===== config.mk =====
export PLATFORM = sky130hd
export DESIGN_NAME = uart_tx_flat
export DESIGN_NICKNAME = d
export VERILOG_FILES = /design/src/rtl/uart_tx_if.sv /design/src/rtl/uart_tx.sv /design/src/flat_wrapper.sv
export SDC_FILE = /design/constraint.sdc
export NUM_CORES = 1
export LEC_CHECK = 0
export CAP_MARGIN = 25
export CELL_PAD_IN_SITES_DETAIL_PLACEMENT = 1
export CELL_PAD_IN_SITES_GLOBAL_PLACEMENT = 2
export CORE_MARGIN = 2
export CORE_UTILIZATION = 32
export CTS_CLUSTER_DIAMETER = 100
export DETAILED_ROUTE_END_ITERATION = 10
export PLACE_DENSITY = 0.88
export SYNTH_ARGS = -nofsm -noshare
export SYNTH_HDL_FRONTEND = slang
export SYNTH_SLANG_ARGS = --single-unit

===== constraint.sdc =====
create_clock -name clk -period 1.7 [get_ports clk]
set_input_delay 0.34 -clock clk [delete_from_list [all_inputs] [get_ports clk]]
set_output_delay 0.34 -clock clk [all_outputs]
set_load 0.05 [all_outputs]

===== src/rtl/uart_tx_if.sv =====
// uart_tx_if: parallel byte handshake into the UART transmitter.
// Ports: tx_data/tx_valid from the master (producer), tx_ready back from the slave (uart_tx).
interface uart_tx_if #(
    parameter int DATA_BITS = 8
) ();
    logic [DATA_BITS-1:0] tx_data;
    logic                 tx_valid;
    logic                 tx_ready;

    modport master (
        output tx_data,
        output tx_valid,
        input  tx_ready
    );

    modport slave (
        input  tx_data,
        input  tx_valid,
        output tx_ready
    );
endinterface


===== src/rtl/uart_tx.sv =====
// uart_tx: UART serialiser (start, LSB-first data, optional parity, 1/2 stop bits).
// Ports: clk, rst (async active-low), baud_tick (bit-period enable), bus (slave handshake),
//        tx (serial out, idle high), tx_busy (frame in progress), tx_done (last stop bit finished).
module uart_tx #(
    parameter int DATA_BITS  = 8,
    parameter int PARITY_EN  = 0,
    parameter int PARITY_ODD = 0,
    parameter int STOP_BITS  = 1
) (
    input  logic       clk,
    input  logic       rst,
    input  logic       baud_tick,
    uart_tx_if.slave   bus,
    output logic       tx,
    output logic       tx_busy,
    output logic       tx_done
);
    typedef enum logic [2:0] {
        IDLE,
        ARM,
        START,
        DATA,
        PARITY,
        STOP
    } state_t;

    localparam int             CW        = $clog2(DATA_BITS);
    localparam logic [CW-1:0]  LAST      = CW'(DATA_BITS - 1);
    localparam logic           STOP_LAST = (STOP_BITS == 2);
    localparam logic           PEN       = (PARITY_EN != 0);
    localparam logic           PODD      = (PARITY_ODD != 0);

    state_t               state_q, state_d;
    logic [DATA_BITS-1:0] shift_q, shift_d;
    logic [CW-1:0]        cnt_q, cnt_d;
    logic                 par_q, par_d;
    logic                 stop_q, stop_d;
    logic                 tx_q, tx_d;
    logic                 done_q, done_d;
    logic                 ready_q, ready_d;
    logic                 busy_q, busy_d;

    always_ff @(posedge clk or negedge rst) begin
        if (!rst) begin
            state_q <= IDLE;
            shift_q <= '0;
            cnt_q   <= '0;
            par_q   <= 1'b0;
            stop_q  <= 1'b0;
            tx_q    <= 1'b1;
            done_q  <= 1'b0;
            ready_q <= 1'b1;
            busy_q  <= 1'b0;
        end else begin
            state_q <= state_d;
            shift_q <= shift_d;
            cnt_q   <= cnt_d;
            par_q   <= par_d;
            stop_q  <= stop_d;
            tx_q    <= tx_d;
            done_q  <= done_d;
            ready_q <= ready_d;
            busy_q  <= busy_d;
        end
    end

    always_comb begin
        state_d = state_q;
        shift_d = shift_q;
        cnt_d   = cnt_q;
        par_d   = par_q;
        stop_d  = stop_q;
        tx_d    = tx_q;
        done_d  = 1'b0;

        unique case (state_q)
            IDLE: begin
                tx_d = 1'b1;
                if (bus.tx_valid && ready_q) begin
                    state_d = ARM;
                    shift_d = bus.tx_data;
                    // Seeding with the sense bit makes the final value the parity bit.
                    par_d   = PODD;
                    cnt_d   = '0;
                    stop_d  = 1'b0;
                end
            end
            ARM: begin
                // Wait for a fresh tick so the start bit spans a full interval.
                if (baud_tick) begin
                    state_d = START;
                    tx_d    = 1'b0;
                end
            end
            START: begin
                if (baud_tick) begin
                    state_d = DATA;
                    tx_d    = shift_q[0];
                    par_d   = par_q ^ shift_q[0];
                    shift_d = shift_q >> 1;
                    cnt_d   = '0;
                end
            end
            DATA: begin
                if (baud_tick) begin
                    if (cnt_q == LAST) begin
                        stop_d = 1'b0;
                        if (PEN) begin
                            state_d = PARITY;
                            tx_d    = par_q;
                        end else begin
                            state_d = STOP;
                            tx_d    = 1'b1;
                        end
                    end else begin
                        cnt_d   = cnt_q + 1'b1;
                        tx_d    = shift_q[0];
                        par_d   = par_q ^ shift_q[0];
                        shift_d = shift_q >> 1;
                    end
                end
            end
            PARITY: begin
                if (baud_tick) begin
                    state_d = STOP;
                    tx_d    = 1'b1;
                    stop_d  = 1'b0;
                end
            end
            STOP: begin
                if (baud_tick) begin
                    if (stop_q == STOP_LAST) begin
                        state_d = IDLE;
                        done_d  = 1'b1;
                    end else begin
                        stop_d = 1'b1;
                    end
                end
            end
            default: begin
                state_d = IDLE;
                tx_d    = 1'b1;
            end
        endcase

        ready_d = (state_d == IDLE);
        busy_d  = (state_d != IDLE);
    end

    assign bus.tx_ready = ready_q;
    assign tx           = tx_q;
    assign tx_busy      = busy_q;
    assign tx_done      = done_q;
endmodule


===== src/flat_wrapper.sv =====
// flat-port wrapper written by rule: the top's interface ports become plain ports
module uart_tx_flat 
#(
    parameter int DATA_BITS  = 8,
    parameter int PARITY_EN  = 0,
    parameter int PARITY_ODD = 0,
    parameter int STOP_BITS  = 1
)
  (clk, rst, baud_tick, tx, tx_busy, tx_done, bus_tx_data, bus_tx_valid, bus_tx_ready);
  uart_tx_if #(.DATA_BITS(DATA_BITS)) bus_i ();
  input  logic clk;
  input  logic rst;
  input  logic baud_tick;
  output logic tx;
  output logic tx_busy;
  output logic tx_done;
  input wire logic [$bits(bus_i.tx_data)-1:0] bus_tx_data;
  input wire logic [$bits(bus_i.tx_valid)-1:0] bus_tx_valid;
  output wire logic [$bits(bus_i.tx_ready)-1:0] bus_tx_ready;
  assign bus_i.tx_data = bus_tx_data;
  assign bus_i.tx_valid = bus_tx_valid;
  assign bus_tx_ready = bus_i.tx_ready;
  uart_tx #(.DATA_BITS(DATA_BITS), .PARITY_EN(PARITY_EN), .PARITY_ODD(PARITY_ODD), .STOP_BITS(STOP_BITS)) u_core (.clk(clk), .rst(rst), .baud_tick(baud_tick), .bus(bus_i), .tx(tx), .tx_busy(tx_busy), .tx_done(tx_done));
endmodule

Word-level counts from Yosys, hierarchy flattened --
Index checks and enable logic that the tools add are counted.
Word-level totals: output and inout bits 4, logic and storage cells 67, input bits 12, register bits 19
Operators by class: reductions and logical operators 9, bitwise gates (word level) 1, mux-type cells 34, add/subtract/negate cells 1, eq/ne operators 14
Operators by type and width (count):
- two-way mux 3 bit | 12
- two-way mux 8 bit | 4
- one-hot mux 8 bit (3 select lines) | 1
- one-hot mux 3 bit (6 select lines) | 1
- two-way mux 1 bit | 13
- != test 2 bit (second input constant) | 6
- AND reduction 5 bit | 2
- == test 3 bit (second input constant) | 3
- one-hot mux 3 bit (3 select lines) | 1
- == test 3 x 2 -> 1 bit (second input constant) | 2
- logical NOT 3 bit | 2
- AND reduction 6 bit | 1
- nonzero test 3 bit | 2
- one-hot mux 1 bit (5 select lines) | 1
- != test 2 x 1 -> 1 bit (second input constant) | 2
- one-hot mux 1 bit (4 select lines) | 1
- nonzero test 4 bit | 1
- adder 3 x 1 -> 3 bit (second input constant) | 1
- == test 3 x 1 -> 1 bit (second input constant) | 1
- logical AND 1 bit | 1
- NOT 1 bit | 1

Depth between registers and ports, before layout --
depth in word-level cells 5, mapped depth 6, mapped depth without buffers 6

Worst setup path before layout --
OpenSTA, ideal clock, no wires.
path type register to register, start register u_core.ready_q, in the netlist u_core.bus.tx_ready, end register u_core.cnt_q[0], setup time 0.125 ns, required time 1.575 ns, stages on the path, launching flop included 5, arrival 1.455 ns, buffers on the path 0, setup slack 0.120 ns, period minus slack after synthesis 1.580 ns, cells stage by stage dfstp_2 -> a21oi_2 -> a2bb2oi_2 -> a211o_1 -> mux2_4
Between the ends: cells in the longest elaborated chain, start to end 3
RTL lines:
- start: declaration | RTL line uart_tx.sv:40 | logic ready_q, ready_d;
- start signal: assignment | RTL line uart_tx.sv:62 | ready_q <= ready_d;
- logical AND 1 bit | RTL line uart_tx.sv:79 | if (bus.tx_valid && ready_q) begin
- != test 2 x 1 -> 1 bit (no source line)
- AND reduction 5 bit (no source line)
- end signal: assignment | RTL line uart_tx.sv:57 | cnt_q <= cnt_d;
- end: declaration | RTL line uart_tx.sv:35 | logic [CW-1:0] cnt_q, cnt_d;
Every way passes these cells. A chain may end at the register's enable or synchronous reset.

Worst setup path in the final report --
start register u_core.cnt_q[0], end register u_core.cnt_q[0]
Between the ends: cells in the longest elaborated chain, start to end 4, elaborated cells on any way between the ends 7, classes of those cells add/sub (1); eq/ne (2); mux (3); reduce/logical (1)
RTL lines:
- adder 3 x 1 -> 3 bit | RTL line uart_tx.sv:116 | cnt_d = cnt_q + 1'b1;
- two-way mux 3 bit | RTL line uart_tx.sv:106 | if (cnt_q == LAST) begin
- two-way mux 3 bit | RTL line uart_tx.sv:105 | if (baud_tick) begin
- one-hot mux 3 bit (3 select lines) | RTL line uart_tx.sv:76 | unique case (state_q)
Several ways; a longest one is shown, not always the timed one. The select of a mux whose other input is x is not followed.

==> impl_metrics.json <==
{
  "gp_congestion": 0.769,
  "dieArea_um2": 3440,
  "synth_area_um2": 955,
  "wl_met3_um": 40,
  "cts_buffers": 3,
  "utilization_pct": 44.9,
  "crit_arrival_ps": 1860,
  "fp-row-count": 19,
  "yosysWarnings": 0,
  "hpwl_um": 1650,
  "nets": 130,
  "synthCells": 91,
  "overflow": 0,
  "antenna_found_initial": 0,
  "cp-start-kind": "flop",
  "hold_violations": 0,
  "grt_pass1_wl_um": 3940,
  "skew_ps": 2.22,
  "wl_per_cell_um": 16.1,
  "num_vias": 804,
  "synth.distinct_cells": 32,
  "synth_fp_nets": 105,
  "num_antenna_cells": 0,
  "hp-class": "in2async",
  "tightest_slew_ps": 477,
  "track_usage_pct": 15.3,
  "cp_max_fo": 3,
  "ff_latch_area_um2": 453,
  "ant_nets": 0,
  "routed_wl_um": 2350,
  "postLayoutCellArea_um2": 1260,
  "pin_count": 16,
  "ir_worst_vdd_uv": 449,
  "cts_num_sinks": 18,
  "powerDensity_nw_per_um2": 1620,
  "clk_latency_ps": 290,
  "wl_met1_um": 1090,
  "die_h_um": 58.6,
  "syn_avg_cell_area_um2": 10.5,
  "fp.dieW_um": 58.6,
  "cp-endpoint": "u_core.cnt_q[0]$_DFFE_PN0P_",
  "viasPerCell": 5.51,
  "rr_startpoint": "u_core.cnt_q[0]$_DFFE_PN0P_",
  "htree_levels": 1,
  "reg2reg_depth": 6,
  "drive_above_1_share_pct": 26.1,
  "place.port_buffers": 15,
  "max_stage_delay_ps": 410,
  "drc_errors": 0,
  "cts_tree": "yes",
  "p_leak_nw": 0.534,
  "fillCellCount": 329,
  "drv_cap": 0,
  "endpoint_kind": "flop",
  "yosysSeqAreaShare_pct": 47.4,
  "relSlewSlack_pct": 68.2,
  "period_share_pct": 97.7,
  "startpoint": "u_core.cnt_q[0]$_DFFE_PN0P_",
  "crit_path_cell_trace": "ha_1 -> ha_2 -> inv_2 -> a2bb2oi_4 -> a211o_1 -> mux2_4",
  "area_growth_pct": 31.8,
  "total_power_mw": 2.04,
  "cts_buffer_depth": 2,
  "top_layer": "met4",
  "grt_pass1_vias": 846,
  "dr.pass1.iters": 2,
  "cp_slowest_cell": "dfrtp_1",
  "grt_max_degree": 19,
  "setup_violations": 0,
  "synth_seq_cells": 18,
  "dpl-instance-area_um2": 1200,
  "critical_path_class": "reg2reg",
  "worstReg2RegEnd": "u_core.cnt_q[0]$_DFFE_PN0P_",
  "start_util_pct": 34.0,
  "fmax_mhz": 602,
  "coreArea_um2": 2810,
  "r2r_slack_ps": 40,
  "layout_min_cycle_time_ps": 1660,
  "wl_met2_um": 1200,
  "slew_violations": 0,
  "first_iter_violations": 13,
  "outcome": "complete, no violations",
  "multiInputGateArea_um2": 448,
  "root_buffer": "clkbuf_4",
  "cts_hold_buffers": 0,
  "crit_required_ps": 1890,
  "clk_pin_slew_ps": 110
}
[final cells by class]
class / count / area share [%]
multi-input cells: 61 / 35.6
clock buffers: 4 / 2.88
well taps: 31 / 3.08
flip-flops and latches: 18 / 36.0
inverters: 6 / 1.79
repair buffers: 26 / 20.7
[synth_stat cells]
library cell,n,area (um2)
nor3_1,1,5.00
inv_2,1,3.75
nand4_1,2,12.5
clkbuf_1,1,3.75
nand2_1,3,11.3
a22o_1,3,26.3
buf_4,1,7.51
buf_2,2,10.0
a2bb2oi_2,1,15.0
o21bai_1,1,7.51
a211o_1,1,8.76
a21oi_2,1,8.76
nor2b_1,2,12.5
nor3b_1,1,7.51
a211oi_4,1,20.0
inv_1,5,18.8
dfrtp_1,16,400
ha_1,2,25.0
nor2_1,5,18.8
dlymetal6s2s_1,1,12.5
a21oi_1,4,20.0
buf_6,1,11.3
o21ai_1,11,55.1
nand3_1,1,5.00
a22oi_1,1,7.51
nand2b_1,1,6.26
a2bb2oi_1,8,70.1
nor2_2,1,6.26
nand3_2,1,10.0
dfstp_2,2,52.6
nand3b_1,8,60.1
mux2_4,1,15.0
[registers in the layout (all words and copies together) (netlist names)]
signal               cells
u_core.shift_q           8
u_core.cnt_q             3
u_core.state_q           3
u_core.bus.tx_ready      1
u_core.tx                1
u_core.tx_busy           1
u_core.tx_done           1
[routing by layer]
layer	vias up	global-route usage (%)
met5	-	0
met4	0	5.84
met3	4	2.64
met2	4	25.4
met1	421	19.9
li1	375	-
[worst max-delay path: cells and delay by family (launching register included)]
family,cells,cell delay [ps]
AO/OA/AOI/OAI,2,410
adder cells (fa/ha/maj),2,390
buffers and inverters,1,70
flip-flops,1,410
multiplexers,1,270
[cell families after synthesis]
kind of cell | count (synthesis) | share of synthesized area [%]
adder cells (fa/ha/maj) | 2 | 2.62
AND/OR/NAND/NOR | 26 | 16.3
buffers and inverters | 12 | 7.08
flip-flops | 18 | 47.4
AO/OA/AOI/OAI | 32 | 25.0
multiplexers | 1 | 1.57
[metrics by stage]
stage	setup TNS [ps]	hold slack (ps)	worst slack, ps	cells
3_5_place_dp	-203	504	-80.1	141
4_1_cts	0	368	50.1	145
2_1_floorplan	0	44.4	120	91
5_1_grt	-17.2	371	-17.2	146
6_report	0	357	38.5	146
3_3_place_gp	-68.1	494	-38.8	141
[worst min path at each step]
| stage | startpoint | endpoint | slack (ps) | cells after the start |
|---|---|---|---|---|
| finish | rst | u_core.shift_q[2]$_DFFE_PN0P_ | 360 | 2 |
| global route | rst | u_core.shift_q[2]$_DFFE_PN0P_ | 370 | 2 |
| CTS | rst | u_core.cnt_q[1]$_DFFE_PN0P_ | 370 | 2 |
| detailed placement | u_core.cnt_q[1]$_DFFE_PN0P_ | u_core.cnt_q[1]$_DFFE_PN0P_ | 500 | 1 |
| global placement | u_core.cnt_q[1]$_DFFE_PN0P_ | u_core.cnt_q[1]$_DFFE_PN0P_ | 490 | 1 |
| floorplan | rst | u_core.cnt_q[0]$_DFFE_PN0P_ | 40 | 0 |
[where the power goes]
group	internal (mW)	switching [mW]	leakage (nW)
sequential	0.592	0.134	0.204
combinational	0.557	0.484	0.309
clock	0.131	0.141	0.0210
[layout by cell type (no fill, tap or decap), drive strengths merged, types with 3 or more instances in the layout]
cell           Yosys  layout
a21oi              5       5
a22o               3       3
a2bb2oi            9       9
buf                4      15
clkbuf             1       4
clkdlybuf4s50      0      11
dfrtp             16      16
inv                6       6
nand2              3       3
nand3b             8       8
nor2               6       6
o21ai             11      11
[repair_timing]
action / CTS / global route
setup endpoints to repair: 0 / 1
gates resized for setup: 0 / 3
setup buffers: 0 / 1
Power figures use the tool's default switching activity.
==> RTL edit 1, RTL diff (config.mk and constraints unchanged) <==
Make the reset (`rst`) synchronous in one clocked block. Comments in the files are not updated.
--- a/src/rtl/uart_tx.sv
+++ b/src/rtl/uart_tx.sv
@@ -41,5 +41,5 @@
     logic                 busy_q, busy_d;
 
-    always_ff @(posedge clk or negedge rst) begin
+    always_ff @(posedge clk) begin
         if (!rst) begin
             state_q <= IDLE;
Formal check against the unedited RTL: differs if rst is asserted again (counterexample within 4 cycles, from zero or initial values and one cycle with rst low); with rst held inactive, the same outputs for 10 cycles.
==> RTL edit 1 against the original RTL <==
First-iteration DRC count increased by 62%; critical path depth decreased by 1; sequential cell count unchanged; die area increased by 2.8%; cell area decreased by 1.7%; synthesized area increased by 3.0%; clock skew decreased by 0.0011 ns; routed wire length decreased by 3.1%; worst setup slack improved by 0.093 ns; core utilization decreased by 3.3 points; hold slack improved by 0.12 ns; largest cell class is now multi-input combinational cells.
Power is not compared: it rests on default switching activity, and its combinational part moved more than twofold at a synthesized area within 25%.
==> RTL edit 1: results (changes against the original RTL) <==
status=completed (unchanged); slowest stage delay, CP=0.38 ns (was 0.41 ns); final non-filler cell total=153 (was 146); slowest stage cell, crit path=dfxtp_1 (was dfrtp_1); First DRT Iteration DRCs=21 (was 13); all-layer global routing usage=0.144 (was 0.153); reg2reg path depth=5 (was 6); Layout Nets=135 (was 130); routability cong.=0.753 (was 0.769); CP Capture Point=u_core.shift_q[2]$_SDFFE_PN0P_ (was u_core.cnt_q[0]$_DFFE_PN0P_); met2 GRT Util=0.245 (was 0.254); post-synthesis sequential area ratio=0.366 (was 0.474); ranking of synthesized cells by area=dfxtp_1 37%, mux2i_1 11%, a211oi_2 8.9%, a221oi_1 6.2%, nand2_1 3.1% (was dfrtp_1 42%, a2bb2oi_1 7.3%, nand3b_1 6.3%, o21ai_1 5.8%, dfstp_2 5.5%); first-pass GRT wire length=3.77 mm (was 3.94 mm); CP startpoint=u_core.cnt_q[0]$_SDFFE_PN0P_ (was u_core.cnt_q[0]$_DFFE_PN0P_); M1 WL=1.05 mm (was 1.09 mm); Synth Area in Adders=0.0254 (was 0.0262); Synth top cells by count=18 x dfxtp_1, 11 x mux2i_1, 8 x nand2_1 (was 16 x dfrtp_1, 11 x o21ai_1, 8 x a2bb2oi_1, 8 x nand3b_1); Syn Nets=113 (was 105); met2 wire length=1.12 mm (was 1.20 mm); Post-Synth XOR/XNOR Area=0 (unchanged); post-synthesis average cell area=9.93 um^2 (was 10.5 um^2); WL/cell=14.9 um (was 16.1 um); share of layout cells above drive strength 1=0.233 (was 0.261); Via-to-Cell Ratio=5.55 (was 5.51); Synth async-reset ratio=0 (was 1.00); Pre-antenna DRT Iters=3 (was 2); global routing met1 resource utilization=0.169 (was 0.199); Slew @ Worst Pin=0.370 ns (was 0.477 ns); Layout Skew=0.00114 ns (was 0.00222 ns); met3 Track Usage GR=0.0197 (was 0.0264); worst-path fanout max=11 (was 3); post-synthesis compound-gate area fraction=0.261 (was 0.250); DP HPWL=1.71 mm (was 1.65 mm); Top Layer Used=met4 (unchanged); H-tree depth=1 (unchanged); mux share of post-synthesis cell area=0.112 (was 0.0157); CP arrival=1.79 ns (was 1.86 ns); WL met3=64 um (was 40 um)
==> RTL edit 1: repair_timing <==
item	CTS	global route
endpoints found under the setup margin	0	7
setup buffers	0	0
resized for setup	0	1
==> RTL edit 1: final cells by class <==
cell class	instances	area (um^2)
clock buffer	4	36.3
sequential	18	360
fill	353	1740
tap	33	41.3
timing repair buffer	25	228
inverter	4	15.0
multi-input combinational	69	557
==> RTL edit 1: report_power, final <==
group	switching [uW]	leakage, uW	internal, uW	total [uW]
Sequential	30.3	0.000148	463	493
Clock	141	0.0000210	131	271
Combinational	154	0.000360	157	311
Total	325	0.000529	751	1080
==> RTL edit 1: per-stage QoR <==
stage / setup WS, ns / hold WS, ns / area [um^2] / setup TNS, ns
after CTS: 0.0581 / 0.478 / 1230 / 0
after global placement: -0.0768 / 0.452 / 1200 / -0.488
final: 0.131 / 0.474 / 1240 / 0
after floorplan: 0.0449 / 0.434 / 983 / 0
after global routing: 0.0508 / 0.504 / 1240 / 0
after detailed placement: -0.0707 / 0.460 / 1200 / -0.428
==> RTL edit 2, RTL diff (config.mk and constraints unchanged) <==
Without the edit above. `DATA_BITS` is set to 8 in 3 places; all go to 16.
--- a/src/rtl/uart_tx_if.sv
+++ b/src/rtl/uart_tx_if.sv
@@ -2,5 +2,5 @@
 // Ports: tx_data/tx_valid from the master (producer), tx_ready back from the slave (uart_tx).
 interface uart_tx_if #(
-    parameter int DATA_BITS = 8
+    parameter int DATA_BITS = 16
 ) ();
     logic [DATA_BITS-1:0] tx_data;
--- a/src/rtl/uart_tx.sv
+++ b/src/rtl/uart_tx.sv
@@ -3,5 +3,5 @@
 //        tx (serial out, idle high), tx_busy (frame in progress), tx_done (last stop bit finished).
 module uart_tx #(
-    parameter int DATA_BITS  = 8,
+    parameter int DATA_BITS  = 16,
     parameter int PARITY_EN  = 0,
     parameter int PARITY_ODD = 0,
--- a/src/flat_wrapper.sv
+++ b/src/flat_wrapper.sv
@@ -2,5 +2,5 @@
 module uart_tx_flat 
 #(
-    parameter int DATA_BITS  = 8,
+    parameter int DATA_BITS  = 16,
     parameter int PARITY_EN  = 0,
     parameter int PARITY_ODD = 0,
Interface: changed (resized bus_tx_data); port bits go from 16 to 24. No check against the original RTL was run, so the function may have changed too.
==> RTL edit 2 against the original RTL <==
The run now ends with negative setup slack left; sequential cell count is 9 higher; routed wire length is 51% higher; clock power is 37% higher; via count is 34% higher; cell area is 58% higher; power is 48% higher; worst setup slack worse by 0.044 ns; synthesized area is 53% higher; highest routed layer unchanged.
==> RTL edit 2: results (changes against the original RTL) <==
DP HPWL=2.33 mm (was 1.65 mm); slowest stage cell, crit path=dfrtp_1 (unchanged); pin count of the biggest net entering global routing=28 (was 19); all-layer global routing usage=0.144 (was 0.153); vias in the first global route=1181 (was 846); WL/cell=17.0 um (was 16.1 um); Reg2Reg Launch Point=u_core.state_q[0]$_DFF_PN0_ (was u_core.cnt_q[0]$_DFFE_PN0P_); slowest stage delay, CP=0.41 ns (about the same); worst min-delay path class=input pin to async pin (unchanged); Net Sw Power=990 uW (was 759 uW); Rel. slew slack=0.745 (was 0.682); min setup slack post-route=-0.00568 ns (was 0.0385 ns); first-pass GRT wire length=5.76 mm (was 3.94 mm); Num CTS Buffers=3 (unchanged); Final setup violation count=9 (was 0); routability cong.=0.807 (was 0.769); Syn Nets=139 (was 105); Buffers on Ports=23 (was 15); post-synthesis sequential area ratio=0.464 (was 0.474); Worst-path clk slew=0.10 ns; Layout Nets=178 (was 130); Netlist cell types=38 (was 32); Root Driver=clkbuf_8 (was clkbuf_4); worst-path fanout max=8 (was 3); status=finished, violations left (was completed); failing checks=negative setup slack; CTS Buffer Depth=2 (unchanged); Synth top cells by count=25 x dfrtp_1, 24 x mux2_2, 7 x mux2_4 (was 16 x dfrtp_1, 11 x o21ai_1, 8 x a2bb2oi_1, 8 x nand3b_1); number of fill cells in the layout=461 (was 329); Pleak=0.000881 uW (was 0.000534 uW); Via Count=1077 (was 804); First DRT Iteration DRCs=28 (was 13); Pre-antenna DRT Iters=4 (was 2); clk_lat worst skew=0.27 ns (was 0.29 ns); post-place instance area=0.00184 mm^2 (was 0.00120 mm^2); top flop regs=u_core.shift_q: 16 flops, u_core.cnt_q: 4 flops, u_core.state_q: 3 flops (was u_core.shift_q: 8 flops, u_core.cnt_q: 3 flops, u_core.state_q: 3 flops); share of layout cells above drive strength 1=0.423 (was 0.261); reg2reg path depth=5 (was 6); H-tree depth=1 (unchanged); Max IR drop VDD=0.483 mV (was 0.449 mV); ranking of synthesized cells by area=dfrtp_1 43%, mux2_2 19%, mux2_4 7.2%, dfstp_2 3.6%, o32ai_4 1.9% (was dfrtp_1 42%, a2bb2oi_1 7.3%, nand3b_1 6.3%, o21ai_1 5.8%, dfstp_2 5.5%); Layout Skew=0.00577 ns (was 0.00222 ns)
RTL edit 2: what timing repair did:
item / CTS / global route
buffers inserted: 0 / 4
gates resized for setup: 0 / 2
endpoints found under the setup margin: 0 / 10
RTL edit 2: worst paths after layout:
| kind | end | slack, ns |
|---|---|---|
| setup / recovery | u_core.shift_q[4]$_DFFE_PN0P_ | -0.006 |
| hold / removal | u_core.tx_busy$_DFF_PN0_ | 0.47 |
| setup reg to reg | u_core.shift_q[4]$_DFFE_PN0P_ | -0.006 |
| hold reg to reg | u_core.shift_q[12]$_DFFE_PN0P_ | 0.52 |
| max in group asynchronous | u_core.tx$_DFFE_PN1P_ | 0.93 |
| min in group clk | u_core.shift_q[12]$_DFFE_PN0P_ | 0.52 |
RTL edit 2: routing by layer:
| layer | share of wire | global-route usage | up-vias |
|---|---|---|---|
| met5 | 0 | 0 | - |
| met4 | 0.012 | 0.0566 | 0 |
| met3 | 0.025 | 0.0155 | 2 |
| met2 | 0.49 | 0.234 | 23 |
| met1 | 0.47 | 0.198 | 547 |
| li1 | - | - | 505 |
RTL edit 2: cell type report:
class / instances / area share
clock buffers: 3 / 0.0208
clock inverters: 1 / 0.00252
inverters: 5 / 0.00945
multi-input cells: 78 / 0.361
flip-flops and latches: 27 / 0.341
well taps: 52 / 0.0327
repair buffers: 42 / 0.232
RTL edit 2: cells by family after synthesis:
family	Yosys count	synth area share
muxes	32	0.264
DFF	27	0.464
and+or+nand+nor	26	0.101
AOI/OAI and AO/OA	18	0.105
buffers and inverters	13	0.0497
adders and majority gates	2	0.0154
RTL edit 2: worst max-delay path: cells and delay by family, from the launching register on:
family                 cells  cell delay [ns]
flip-flops                 1             0.41
multiplexers               1             0.30
AO/OA/AOI/OAI              1             0.30
buffers and inverters      2             0.31
AND/OR/NAND/NOR            1             0.28
RTL edit 2: power groups by stage:
stage / registers, uW / logic [uW] / clock network [uW]
after detailed placement: 1100 / 1410 / 0
final: 1090 / 1560 / 371
after floorplan: 1130 / 935 / 0
after global routing: 1140 / 1690 / 406
after global placement: 1080 / 1350 / 0
after CTS: 1090 / 1420 / 386
RTL edit 2: metrics by stage:
stage | TNS, ns | hold slack (ns) | std cells | utilization | setup slack (ns)
final | -0.0247 | 0.466 | 208 | 0.453 | -0.00568
after floorplan | -1.55 | 0.0444 | 118 | - | -0.162
after detailed placement | -2.60 | 0.495 | 198 | 0.420 | -0.177
after CTS | 0 | 0.476 | 202 | 0.431 | 0.0221
after global placement | -1.79 | 0.487 | 198 | 0.420 | -0.131
after global routing | -0.491 | 0.509 | 208 | 0.453 | -0.0385
